==> src/rtl/fir_pe_fold_ctrl_if.sv <==
// -----------------------------------------------------------------------------
// fir_pe_fold_ctrl_if
//   Sample-in / result-out streaming bundle for the folded FIR sequencer.
//   x_*  : one input sample per valid/ready transfer (source -> controller)
//   y_*  : one filtered result per valid/ready transfer (controller -> sink)
//   Modports:
//     master : the side that offers samples and consumes results
//     slave  : the controller side
// -----------------------------------------------------------------------------
interface fir_pe_fold_ctrl_if #(
    parameter int XW = 8,
    parameter int YW = 16
);
    logic          x_valid;
    logic          x_ready;
    logic [XW-1:0] x_data;
    logic          y_valid;
    logic          y_ready;
    logic [YW-1:0] y_data;

    modport master (
        output x_valid, x_data, y_ready,
        input  x_ready, y_valid, y_data
    );

    modport slave (
        input  x_valid, x_data, y_ready,
        output x_ready, y_valid, y_data
    );
endinterface

==> src/rtl/fir_pe_fold_ctrl.sv <==
// -----------------------------------------------------------------------------
// fir_pe_fold_ctrl
//   Folded-FIR sequencer. One external fir_pe is time-shared across TAPS taps:
//   each accepted sample is shifted into a delay line, then TAPS multiply-
//   accumulate steps are issued to the PE with pe_Yout fed back as pe_Yin.
//   The final accumulator value is returned on a valid/ready port.
//
//   Ports:
//     clk, rst_n          clock, asynchronous active-low reset
//     coef_we/addr/wdata  coefficient write (accepted in IDLE only)
//     coef_err            1-cycle pulse: write rejected (busy or bad address)
//     flush               zero the delay line (IDLE only)
//     io (slave)          x_* sample stream in, y_* result stream out
//     busy                high whenever the sequencer is not IDLE
//     pe_Cin/Xin/Yin      operands to the PE (zero outside MAC)
//     pe_Yout             PE accumulator output
// -----------------------------------------------------------------------------
module fir_pe_fold_ctrl #(
    parameter  int TAPS   = 8,
    parameter  int CW     = 8,
    parameter  int XW     = 8,
    parameter  int YW     = 16,
    parameter  int PE_LAT = 1,
    localparam int AW     = (TAPS > 1) ? $clog2(TAPS) : 1,
    localparam int LW     = (PE_LAT > 1) ? $clog2(PE_LAT) : 1
) (
    input  logic                    clk,
    input  logic                    rst_n,

    input  logic                    coef_we,
    input  logic [AW-1:0]           coef_addr,
    input  logic [CW-1:0]           coef_wdata,
    output logic                    coef_err,

    input  logic                    flush,

    fir_pe_fold_ctrl_if.slave       io,

    output logic                    busy,

    output logic [CW-1:0]           pe_Cin,
    output logic [XW-1:0]           pe_Xin,
    output logic [YW-1:0]           pe_Yin,
    input  logic [YW-1:0]           pe_Yout
);

    typedef enum logic [1:0] {
        S_IDLE,
        S_MAC,
        S_DRAIN,
        S_OUT
    } state_t;

    state_t          state, state_nxt;
    logic [AW-1:0]   tap;
    logic [LW-1:0]   lat;
    logic [CW-1:0]   coef [TAPS];
    logic [XW-1:0]   dly  [TAPS];
    logic [YW-1:0]   y_data_q;

    logic            tap_last;
    logic            lat_last;
    logic            accept;
    logic            addr_ok;
    logic            coef_wr;

    assign tap_last = (tap == AW'(TAPS - 1));
    assign lat_last = (lat == LW'(PE_LAT - 1));
    assign accept   = io.x_valid && io.x_ready;
    assign addr_ok  = (int'(coef_addr) < TAPS);
    assign coef_wr  = coef_we && (state == S_IDLE) && addr_ok;

    // x_ready is held low while reset is asserted, not only after it.
    assign io.x_ready = rst_n && (state == S_IDLE);
    assign io.y_valid = (state == S_OUT);
    assign io.y_data  = y_data_q;
    assign busy       = (state != S_IDLE);

    // NOTE: sequential state uses non-blocking assignments so every register
    // samples the pre-edge values, independent of block ordering.
    always_ff @(posedge clk or negedge rst_n) begin
        if (!rst_n) state <= S_IDLE;
        else        state <= state_nxt;
    end

    // NOTE: every output of a combinational block gets a default first, so no
    // path through the case leaves it unassigned and no latch is inferred.
    always_comb begin
        state_nxt = state;
        unique case (state)
            S_IDLE:  if (accept)               state_nxt = S_MAC;
            S_MAC:   if (lat_last && tap_last) state_nxt = S_DRAIN;
            S_DRAIN: if (lat_last)             state_nxt = S_OUT;
            S_OUT:   if (io.y_ready)           state_nxt = S_IDLE;
            default:                           state_nxt = S_IDLE;
        endcase
    end

    // PE operands: only MAC drives anything. Tap 0 starts the accumulation
    // from zero; later taps chain the PE's own output back in.
    always_comb begin
        pe_Cin = '0;
        pe_Xin = '0;
        pe_Yin = '0;
        if (state == S_MAC) begin
            pe_Cin = coef[tap];
            pe_Xin = dly[tap];
            pe_Yin = (tap == '0) ? '0 : pe_Yout;
        end
    end

    // Tap counter and per-tap latency counter. Both return to zero on every
    // FSM exit from MAC/DRAIN, so tap never passes TAPS-1.
    always_ff @(posedge clk or negedge rst_n) begin
        if (!rst_n) begin
            tap <= '0;
            lat <= '0;
        end else begin
            unique case (state)
                S_MAC: begin
                    if (lat_last) begin
                        lat <= '0;
                        tap <= tap_last ? '0 : tap + AW'(1);
                    end else begin
                        lat <= lat + LW'(1);
                    end
                end
                S_DRAIN: lat <= lat_last ? '0 : lat + LW'(1);
                default: begin
                    tap <= '0;
                    lat <= '0;
                end
            endcase
        end
    end

    // NOTE: the coefficient file and delay line are flop arrays with an
    // async reset because their post-reset contents must read as zero; a
    // RAM-style array without reset would not meet that.
    always_ff @(posedge clk or negedge rst_n) begin
        if (!rst_n) begin
            for (int i = 0; i < TAPS; i++) coef[i] <= '0;
        end else if (coef_wr) begin
            coef[coef_addr] <= coef_wdata;
        end
    end

    // Delay line. Flush and accept in the same cycle behave as "flush, then
    // shift": the new sample lands in d[0] and every older tap becomes 0.
    always_ff @(posedge clk or negedge rst_n) begin
        if (!rst_n) begin
            for (int i = 0; i < TAPS; i++) dly[i] <= '0;
        end else if (state == S_IDLE) begin
            if (accept) begin
                dly[0] <= io.x_data;
                for (int i = 1; i < TAPS; i++) dly[i] <= flush ? '0 : dly[i-1];
            end else if (flush) begin
                for (int i = 0; i < TAPS; i++) dly[i] <= '0;
            end
        end
    end

    // Result capture on the last DRAIN cycle, held stable through OUT.
    always_ff @(posedge clk or negedge rst_n) begin
        if (!rst_n)                          y_data_q <= '0;
        else if (state == S_DRAIN && lat_last) y_data_q <= pe_Yout;
    end

    // Rejected writes report one cycle after the offending strobe.
    always_ff @(posedge clk or negedge rst_n) begin
        if (!rst_n) coef_err <= 1'b0;
        else        coef_err <= coef_we && ((state != S_IDLE) || !addr_ok);
    end

endmodule

==> src/flat_wrapper.sv <==
// flat-port wrapper written by rule: the top's interface ports become plain ports
module fir_pe_fold_ctrl_flat 
#(
    parameter  int TAPS   = 8,
    parameter  int CW     = 8,
    parameter  int XW     = 8,
    parameter  int YW     = 16,
    parameter  int PE_LAT = 1,
    localparam int AW     = (TAPS > 1) ? $clog2(TAPS) : 1,
    localparam int LW     = (PE_LAT > 1) ? $clog2(PE_LAT) : 1
)
  (clk, rst_n, coef_we, coef_addr, coef_wdata, coef_err, flush, busy, pe_Cin, pe_Xin, pe_Yin, pe_Yout, io_x_valid, io_x_data, io_y_ready, io_x_ready, io_y_valid, io_y_data);
  fir_pe_fold_ctrl_if #(.XW(XW), .YW(YW)) io_i ();
  input  logic clk;
  input  logic rst_n;
  input  logic coef_we;
  input  logic [AW-1:0] coef_addr;
  input  logic [CW-1:0] coef_wdata;
  output logic coef_err;
  input  logic flush;
  output logic busy;
  output logic [CW-1:0] pe_Cin;
  output logic [XW-1:0] pe_Xin;
  output logic [YW-1:0] pe_Yin;
  input  logic [YW-1:0] pe_Yout;
  input wire logic [$bits(io_i.x_valid)-1:0] io_x_valid;
  input wire logic [$bits(io_i.x_data)-1:0] io_x_data;
  input wire logic [$bits(io_i.y_ready)-1:0] io_y_ready;
  output wire logic [$bits(io_i.x_ready)-1:0] io_x_ready;
  output wire logic [$bits(io_i.y_valid)-1:0] io_y_valid;
  output wire logic [$bits(io_i.y_data)-1:0] io_y_data;
  assign io_i.x_valid = io_x_valid;
  assign io_i.x_data = io_x_data;
  assign io_i.y_ready = io_y_ready;
  assign io_x_ready = io_i.x_ready;
  assign io_y_valid = io_i.y_valid;
  assign io_y_data = io_i.y_data;
  fir_pe_fold_ctrl #(.TAPS(TAPS), .CW(CW), .XW(XW), .YW(YW), .PE_LAT(PE_LAT)) u_core (.clk(clk), .rst_n(rst_n), .coef_we(coef_we), .coef_addr(coef_addr), .coef_wdata(coef_wdata), .coef_err(coef_err), .flush(flush), .io(io_i), .busy(busy), .pe_Cin(pe_Cin), .pe_Xin(pe_Xin), .pe_Yin(pe_Yin), .pe_Yout(pe_Yout));
endmodule
==> config.mk <==
export PLATFORM = sky130hd
export DESIGN_NAME = fir_pe_fold_ctrl_flat
export DESIGN_NICKNAME = d
export VERILOG_FILES = /design/src/rtl/fir_pe_fold_ctrl_if.sv /design/src/rtl/fir_pe_fold_ctrl.sv /design/src/flat_wrapper.sv
export SDC_FILE = /design/constraint.sdc
export NUM_CORES = 1
export LEC_CHECK = 0
export ABC_AREA = 1
export ABC_CLOCK_PERIOD_IN_PS = 1900
export BUFFER_PORTS_ARGS = -buffer_cell sky130_fd_sc_hd__buf_2
export CAP_MARGIN = 15
export CORE_MARGIN = 2
export CORE_UTILIZATION = 29
export CTS_BUF_LIST = sky130_fd_sc_hd__clkbuf_16
export CTS_CLUSTER_DIAMETER = 30
export DETAILED_ROUTE_END_ITERATION = 8
export GPL_TIMING_DRIVEN = 0
export MAX_ROUTING_LAYER = met4
export RECOVER_POWER = 25
export REMOVE_ABC_BUFFERS = 1
export SETUP_SLACK_MARGIN = 0.15
export SLEW_MARGIN = 30
export SYNTH_ARGS = -nofsm -noshare
export SYNTH_HDL_FRONTEND = slang
export SYNTH_SLANG_ARGS = --single-unit
==> constraint.sdc <==
create_clock -name clk -period 1.9 [get_ports clk]
set_input_delay 0.095 -clock clk [delete_from_list [all_inputs] [get_ports clk]]
set_output_delay 0.095 -clock clk [all_outputs]
set_load 0.05 [all_outputs]
==> results.ini, run 1 <==
[run_status]
status = complete, but fails checks
failed_checks = negative setup slack

[floorplan]
ioPinCount = 93
start_util = 0.294
die_w_um = 163
dieArea_mm2 = 0.0267
coreArea_mm2 = 0.0250
rows = 58
fp.dieH_um = 163

[logic_synthesis]
synth_cell_types = 21
yosysTopAreaCell = dfrtp_1
synth_mux_area_frac = 0
synth_compound_area_frac = 0.115
syn_inst = 940
yosys_warnings = 0
synthXorXnorAreaFrac = 0
synth_area_leaders = dfrtp_1 (51%), nand2_1 (14%), inv_1 (8.7%), o21ai_0 (5.9%), nand3_1 (5.7%)
synth_top_cell_area_share = 0.510
ys_seq_area_frac = 0.510
yosys.area_share.adder = 0.0136
ys_ff_latch = 150
netlist_area_mm2 = 0.00737
synthSimpleGateAreaFrac = 0.226
syn_avg_cell_area_um2 = 7.84
synth_top_family_by_area = simple AND/OR/NAND/NOR gates

[worst_setup_path]
reg2reg_slack_ns = 0.19
critPathSlowestCell = dfrtp_4
cp.arrival_ns = 1.97
rr_worst_depth = 7
crit_required_ns = 1.80
critPathMaxStageDelay_ns = 0.46
crit_path_max_fanout = 6
cp-start-kind = register
worstPathCellList = buf_12 -> inv_16 -> buf_12 -> clkbuf_16 -> nand2_2 -> nand3_2 -> nand3_2 -> nand2_1 -> nor2_2 -> buf_6
end_kind = output port
crit_type = register to output port

[clock_network]
clk_latency_ns = 0.42
cts.sinks = 150
cts_buffers = 17
hold_buffers = 28
clk_pin_slew_ns = 0.07
clock_tree.buffer_depth = 2
cts_max_level = 4
cts.root.buffer_cell = clkbuf_16
cts_tree = done

[routing]
first_pass_iters = 5
drc = 0
wire_per_inst_um = 15.3
drt-total-wl_um = 21700
vias = 6477
vias_per_cell = 4.56
ant_nets = 0
first_iter_violations = 463

[timing]
fin_skew_ns = 0.0114
worst_hold_slack_ns = 0.00356
hold_viol = 0
fmax_mhz = 485
slew_headroom = 0.142
setup_slack_ns = -0.162
drv_slew = 0
setup_violations = 32
rsz0062_at_grt = yes
period_share = 1.09
worst_slew_pin_slew_ns = 1.29
period_minus_slack_ns = 2.06

[pwr]
clockPowerShare = 0.202
intPower_mw = 9.44
power_frac_seq = 0.281
power_mw = 16.6
worst_ir_drop_vdd_mv = 0.738
p_comb_frac = 0.516
switchingPower_mw = 7.16
leakagePower_nw = 5.13
p_sw_frac = 0.431
power_density_mw_per_mm2 = 1550

[cells_and_area]
layout_common_cells = nand2_1 (235), inv_1 (168), dfrtp_1 (146)
area_delta_synth_final_pct = 45.1
postLayoutCoreUtil = 0.427
nets = 1126
drive_above_1_share = 0.287
diodes = 0
final_common_cell = nand2_1

[placed_design]
place_hpwl_um = 10600
place.gp.congestion = 0.743
portBuffers = 92
preCtsSetupSlack_ns = -0.956

[flow_run]
cap_violations = 0

[global_route]
grt_usage = 0.162
grt_pass1_wl_um = 32600
grt-ovfl-total = 0
antenna_found_initial = 0
grt_max_degree = 58
grt_pass1_vias = 5980

[min_path]
holdCritPathClass = primary input to register
holdPathStages = 3

-- power groups by stage --
| stage | Combinational [mW] | Sequential, mW | Clock, mW |
|---|---|---|---|
| 3_5_place_dp | 5.75 | 4.79 | 0 |
| 4_1_cts | 7.70 | 4.65 | 3.42 |
| 6_report | 8.57 | 4.67 | 3.36 |
| 5_1_grt | 9.29 | 4.78 | 3.56 |
| 3_3_place_gp | 5.40 | 4.90 | 0 |
| 2_1_floorplan | 3.56 | 5.31 | 0 |
-- logic make-up (layout without fill, tap and decap cells) --
family          count (synthesis)  in the layout
compound gates                150            150
fa+ha+maj                       8              8
buf+inv                       224            371
flops                         150            150
simple gates                  408            410
-- critical path, delay by kind of cell (launching register included) --
family	cells	cell delay [ns]
flops	1	0.46
buf+inv	5	0.64
simple gates	5	0.43
-- flip-flops by register name (all words and copies together), names as in the netlist --
signal,count
u_core.tap,3
u_core.dly,64
u_core.state,2
u_core.coef,64
u_core.coef_err,1
u_core.io.y_data,16
-- worst paths after layout --
check | startpoint | to
setup / recovery | u_core.tap[0] | pe_Cin[3]
hold / removal | pe_Yout[6] | u_core.io.y_data[6]
setup reg to reg | u_core.state[1] | u_core.coef[8]
hold reg to reg | u_core.io.y_data[2] | u_core.io.y_data[2]
max in group asynchronous | rst_n | u_core.tap[0]
min in group asynchronous | rst_n | u_core.dly[41]
-- cells in the mapped netlist --
cell type  instances
nor2_2             2
buf_2             14
nand2_2            1
o22ai_1           54
nor2_1            53
clkinv_1           1
dfrtp_1          150
o21ai_4            1
o21ai_1            6
nand2_4            1
nor2_8             1
ha_1               8
buf_1              3
buf_6             19
nand3_1           84
inv_2              1
nand2_1          266
inv_1            170
o21ai_0           87
o22ai_2            2
clkbuf_1          16
-- metal layers --
layer  wire [um]  vias up  GRT usage
met3         954       24     0.0378
met1        9570     3088      0.208
met2       10800      156      0.260
met4         350        0     0.0394
li1            -     3209          -
met5           0        -          -
-- what timing repair did --
action                                 4_1_cts  5_1_grt
setup buffers                               19        9
gates cloned                                 9        7
pin swaps                                    8       27
gates resized for setup                    174      105
endpoints found under the hold margin      173      107
setup endpoints to repair                  172       99
-- final cells by class --
class	instances	area, um2
fillers	2436	14400
flip-flops and latches	150	3770
multi-input cells	568	3420
repair buffers	166	1800
inverters	172	694
clock buffers	17	425
well taps	330	413
clock inverters	14	144
repair inverters	2	23.8
-- through the flow --
| stage | TNS (ns) | area (um2) | instances |
|---|---|---|---|
| detailed placement | -28.60 | 8080 | 1317 |
| CTS | -3.06 | 10000 | 1404 |
| finish | -3.33 | 10700 | 1419 |
| global route | -5.85 | 10700 | 1419 |
| floorplan | -77.66 | 7010 | 888 |
| global placement | -543.07 | 7890 | 1310 |
Power figures use the tool's default switching activity.
==> inputs of run 2 (changes only) <==
--- a/config.mk
+++ b/config.mk
@@ -9,7 +9,6 @@
 export ABC_CLOCK_PERIOD_IN_PS = 1900
 export BUFFER_PORTS_ARGS = -buffer_cell sky130_fd_sc_hd__buf_2
 export CAP_MARGIN = 15
-export CORE_MARGIN = 2
 export CORE_UTILIZATION = 29
 export CTS_BUF_LIST = sky130_fd_sc_hd__clkbuf_16
 export CTS_CLUSTER_DIAMETER = 30
==> run 2 against run 1 <==
Net effect: the run ends with negative hold slack, negative setup slack left; cell area rose by 1.9%; critical path depth did not move; sequential power rose by 0.9%; count of clock-buffer cells in the layout did not move; sequential share of layout area fell by 0.66 points; cell count rose by 0.63%; setup slack got worse by 0.049 ns; combinational power rose by 4.0%; via count rose by 3.8%; fmax fell by 2.3%; critical path type unchanged.
==> results.ini, run 2 (synthesis results as in run 1) <==
[run_status]
status = complete, but fails checks
failed_checks = negative hold slack, negative setup slack

[worst_setup_path]
rr_endpoint = u_core.state[0]
critPathSlowestCell = dfrtp_4
path_delay_family = buffers and inverters
crit_required_ns = 1.80
rr_startpoint = u_core.tap[0]
crit_end = pe_Xin[7]
cp.arrival_ns = 2.02
worstPathCellList = buf_16 -> buf_12 -> buf_12 -> inv_16 -> nand2_2 -> nand3_1 -> nand3_2 -> nand2_1 -> nor2_2 -> buf_6
reg2reg_slack_ns = -0.03
crit_buf_inv = 5
critical_path.startpoint = u_core.tap[0]
crit_cells = 10
crit_type = register to output port
crit_top_cell = buf_12
critPathMaxStageDelay_ns = 0.47
cp-start-kind = register
end_kind = output port
rr_worst_depth = 11
crit_path_max_fanout = 8

[floorplan]
ioPinCount = 93
dieArea_mm2 = 0.0260
coreArea_mm2 = 0.0246
die_w_um = 161
fp.dieH_um = 161
start_util = 0.299
rows = 57

[timing]
fmax_mhz = 474
period_minus_slack_ns = 2.11
hold_viol = 66
fin_skew_ns = 0.00658
worst_slew_pin_slew_ns = 1.20
drv_slew = 0
worst_hold_slack_ns = -0.405
setup_slack_ns = -0.210
rsz0062_at_grt = yes
setup_violations = 34
period_share = 1.11
slew_headroom = 0.201

[pwr]
worst_ir_drop_vdd_mv = 0.819
power_density_mw_per_mm2 = 1610
power_mw = 17.6
leakagePower_nw = 5.17

[routing]
ant_nets = 0
vias_per_cell = 4.71
wire_per_inst_um = 16.1
top_layer_used = met4
vias = 6720
wl_met3_um = 1130
met2_length_um = 11500
wirelength_met1_um = 9940
drt-total-wl_um = 22900
drc = 0
first_pass_iters = 5
first_iter_violations = 471

[global_route]
grt-ovfl-total = 0
grt_pass1_wl_um = 33100
antenna_found_initial = 0
grt_pass1_vias = 6126
grt_max_degree = 85
grt_usage = 0.167

[clock_network]
cts_max_level = 4
clk_pin_slew_ns = 0.07
clk_latency_ns = 0.43
hold_buffers = 22
cts.sinks = 150
cts.root.buffer_cell = clkbuf_16
cts_tree = done
clock_tree.buffer_depth = 2
cts_buffers = 17

[cells_and_area]
area_delta_synth_final_pct = 47.8
drive_above_1_share = 0.325
final_common_cell = nand2_1
layout_common_cells = nand2_1 (202), inv_1 (166), dfrtp_1 (146)
nets = 1141
diodes = 0
final_cells = 1428

[flow_run]
cap_violations = 0

[placed_design]
portBuffers = 92
place.gp.congestion = 0.726
preCtsSetupSlack_ns = -1.26
place_hpwl_um = 10300
place_inst = 1309

[min_path]
holdCritPathClass = primary input to asynchronous set/reset pin

[run 2: cell types whose count changed in the layout (fill, tap and decap cells not counted), moves of 4 or more]
cell       change
nand2_1       -33
nand2_2       +28
o22ai_1       +21
o22ai_2       -18
buf_4         +13
buf_6         +10
o21ai_0       -10
o21ai_1       +10
nand3_1        -9
nand3_2        +9
nand2_8        +8
buf_16         -5
buf_12         -4
bufinv_16      +4
[run 2: routing by layer]
layer,up-vias,track usage
met5,-,-
met4,0,0.0339
met3,26,0.0349
met2,187,0.270
met1,3256,0.217
li1,3251,-
[run 2: how the worst min path moves through the flow]
| stage | end | slack (ns) | cells past startpoint |
|---|---|---|---|
| floorplan | u_core.coef[0] | -0.20 | 0 |
| finish | u_core.dly[59] | -0.41 | 1 |
| global placement | u_core.dly[61] | 0.31 | 3 |
| global route | u_core.dly[59] | -0.36 | 1 |
| CTS | u_core.dly[59] | -0.37 | 1 |
| detailed placement | u_core.dly[59] | 0.08 | 1 |
[run 2: metrics by stage]
stage	setup TNS, ns	utilization	hold slack, ns	cell area, um2
after floorplan	-77.66	-	-0.201	7010
after global placement	-537.57	0.320	0.306	7880
after detailed placement	-38.87	0.326	0.0803	8030
after CTS	-3.87	0.407	-0.372	10000
after global routing	-6.93	0.443	-0.362	10900
final	-4.88	0.443	-0.405	10900
[run 2: layout make-up]
cell class	instances	area, um2
clock inverters	14	258
fillers	2322	13700
multi-input cells	574	3570
inverters	172	687
flip-flops and latches	150	3770
clock buffers	17	425
repair inverters	4	63.8
repair buffers	173	1710
well taps	324	405
[run 2: timing repair]
| action | in CTS | in global routing |
|---|---|---|
| resized for setup | 188 | 162 |
| hold endpoints to repair | 88 | 66 |
| endpoints found under the setup margin | 181 | 170 |
| pin swaps | 26 | 55 |
| setup buffers | 29 | 17 |
| gates cloned | 9 | 11 |
[run 2: worst reg2reg max path, delay by kind of cell (launching register included)]
| family | cells | cell delay (ns) |
|---|---|---|
| compound gates | 2 | 0.16 |
| fa+ha+maj | 2 | 0.41 |
| buf+inv | 4 | 0.51 |
| flops | 1 | 0.52 |
| simple gates | 3 | 0.24 |
[run 2: power breakdown]
| group | total, mW | switching (mW) | leakage [nW] | internal (mW) |
|---|---|---|---|---|
| Sequential | 4.71 | 0.550 | 1.97 | 4.16 |
| Clock | 3.96 | 1.38 | 0.334 | 2.58 |
| Combinational | 8.91 | 5.55 | 2.87 | 3.36 |
| Total | 17.6 | 7.48 | 5.17 | 10.1 |
==> inputs of run 3 (changes only) <==
--- a/config.mk
+++ b/config.mk
@@ -17,7 +17,6 @@
 export MAX_ROUTING_LAYER = met4
 export RECOVER_POWER = 25
 export REMOVE_ABC_BUFFERS = 1
-export SETUP_SLACK_MARGIN = 0.15
 export SLEW_MARGIN = 30
 export SYNTH_ARGS = -nofsm -noshare
 export SYNTH_HDL_FRONTEND = slang
==> run 3 against run 2 <==
Net effect: the flow finishes with violations (negative setup slack); clock power about the same; non-clock buffer count decreased by 16; hold slack improved by 0.41 ns; sequential cell count unchanged; largest power group unchanged; highest routed layer unchanged.
==> results.ini, run 3 (synthesis results as in run 1) <==
[timing]
drv_slew = 0
fmax_mhz = 485
worst_slew_pin_slew_ns = 1.09
setup_slack_ns = -0.164
slew_headroom = 0.275
worst_hold_slack_ns = 0.00664
fin_skew_ns = 0.00812
period_minus_slack_ns = 2.06
setup_violations = 32
period_share = 1.09
rsz0062_at_grt = yes
hold_viol = 0

[floorplan]
dieArea_mm2 = 0.0260
die_w_um = 161
coreArea_mm2 = 0.0246
start_util = 0.299
rows = 57
fp.dieH_um = 161
ioPinCount = 93

[worst_setup_path]
end_kind = output port
worstPathCellList = buf_16 -> buf_12 -> buf_12 -> inv_16 -> nand2_2 -> nand3_2 -> nand2_2 -> nor2_2 -> nor2_2 -> buf_6
crit_path_max_fanout = 8
crit_type = register to output port
crit_buf_inv = 5
crit_required_ns = 1.80
crit_cells = 10
rr_worst_depth = 11
critPathMaxStageDelay_ns = 0.52
critPathSlowestCell = dfrtp_4
cp-start-kind = register
path_delay_family = buffers and inverters
reg2reg_slack_ns = 0.01
cp.arrival_ns = 1.97

[pwr]
power_density_mw_per_mm2 = 1620
power_mw = 16.6
worst_ir_drop_vdd_mv = 0.737
leakagePower_nw = 5.02

[placed_design]
place_inst = 1309
portBuffers = 92
dpl_cell_area_mm2 = 0.00803
place.gp.congestion = 0.726
place_hpwl_um = 10300

[routing]
first_iter_violations = 399
drc = 0
vias = 6419
drt-total-wl_um = 20500
vias_per_cell = 4.57
top_layer_used = met4
wirelength_met1_um = 9400
wire_per_inst_um = 14.6
first_pass_iters = 5
wl_met3_um = 805
met2_length_um = 10100
ant_nets = 0

[global_route]
grt_pass1_vias = 6139
antenna_found_initial = 0
grt-ovfl-total = 0
grt_usage = 0.167
grt_pass1_wl_um = 33100
grt_max_degree = 85

[cells_and_area]
drive_above_1_share = 0.273
fin_area_mm2 = 0.0103
final_cells = 1405
fill_cells = 2424
diodes = 0
final_common_cell = nand2_1
nets = 1118
layout_common_cells = nand2_1 (222), inv_1 (168), dfrtp_1 (147)
area_delta_synth_final_pct = 39.5

[clock_network]
clk_latency_ns = 0.43
cts.root.buffer_cell = clkbuf_16
clock_tree.buffer_depth = 2
cts_max_level = 4
cts.sinks = 150
cts_tree = done
cts_buffers = 17
clk_pin_slew_ns = 0.06

[flow_run]
cap_violations = 0

[min_path]
holdPathStages = 3
holdCritPathClass = primary input to register

[run_status]
status = complete, but fails checks
failed_checks = negative setup slack

==> run 3: changes by cell type in the layout (fill, tap and decap cells not counted), moves of 4 or more <==
cell and change:
nand2_8 -10, nand2_2 -12, o21ai_0 +19, o21ai_1 -18, o22ai_2 -14, buf_6 -8, nand2_1 +20, o22ai_1 +15
nand2_4 -4
==> run 3: final cells by class <==
| class | instances | area [um2] | share of cell area |
|---|---|---|---|
| Clock buffer | 17 | 425 | 0.0414 |
| Clock inverter | 14 | 258 | 0.0251 |
| Inverter | 172 | 674 | 0.0656 |
| Multi-Input combinational cell | 568 | 3200 | 0.312 |
| Sequential cell | 150 | 3760 | 0.366 |
| Tap cell | 324 | 405 | 0.0394 |
| Timing Repair Buffer | 157 | 1490 | 0.145 |
| Timing Repair inverter | 3 | 56.3 | 0.00548 |
==> run 3: stage by stage <==
stage | setup TNS (ns) | utilization | setup WS (ns)
floorplan | -77.66 | - | -1.99
global placement | -537.57 | 0.320 | -3.96
detailed placement | -38.87 | 0.326 | -1.26
CTS | -3.87 | 0.406 | -0.153
global route | -12.58 | 0.418 | -0.239
finish | -3.92 | 0.418 | -0.164
==> run 3: repair_timing <==
item                       CTS  global route
gates resized for setup    183            74
setup buffers               29             4
setup endpoints to repair  126           159
pin swaps                   26            35
hold buffers                23             0
hold endpoints to repair    88             0
cloned                       9             0
==> run 3: path summary, 6_finish.rpt <==
| kind | from | end |
|---|---|---|
| max in group asynchronous | rst_n | u_core.coef[30] |
| min | pe_Yout[0] | u_core.io.y_data[0] |
| min in group asynchronous | rst_n | u_core.dly[59] |
| min reg2reg | u_core.io.y_data[9] | u_core.io.y_data[9] |
| max reg2reg | u_core.tap[0] | u_core.state[0] |
| max | u_core.tap[0] | pe_Xin[3] |
==> run 3: layer usage <==
| layer | GRT usage | vias to the layer above |
|---|---|---|
| met5 | - | - |
| met2 | 0.271 | 140 |
| met3 | 0.0349 | 18 |
| li1 | - | 3195 |
| met4 | 0.0339 | 0 |
| met1 | 0.216 | 3066 |
==> run 3: worst reg2reg max path: stages, from the launching register on <==
cell and delay, ns:
dfrtp_4 0.52, buf_8 0.18, buf_16 0.19, ha_1 0.22, ha_1 0.19, inv_1 0.06, nand2_1 0.07, o21ai_0 0.08
inv_1 0.07, nand2_1 0.09, nand2_1 0.05, o21ai_0 0.09
==> run 3: power breakdown <==
group | leakage (nW) | switching, mW | internal, mW
clock network | 0.334 | 1.36 | 2.58
logic | 2.71 | 5.16 | 2.88
registers | 1.97 | 0.497 | 4.16
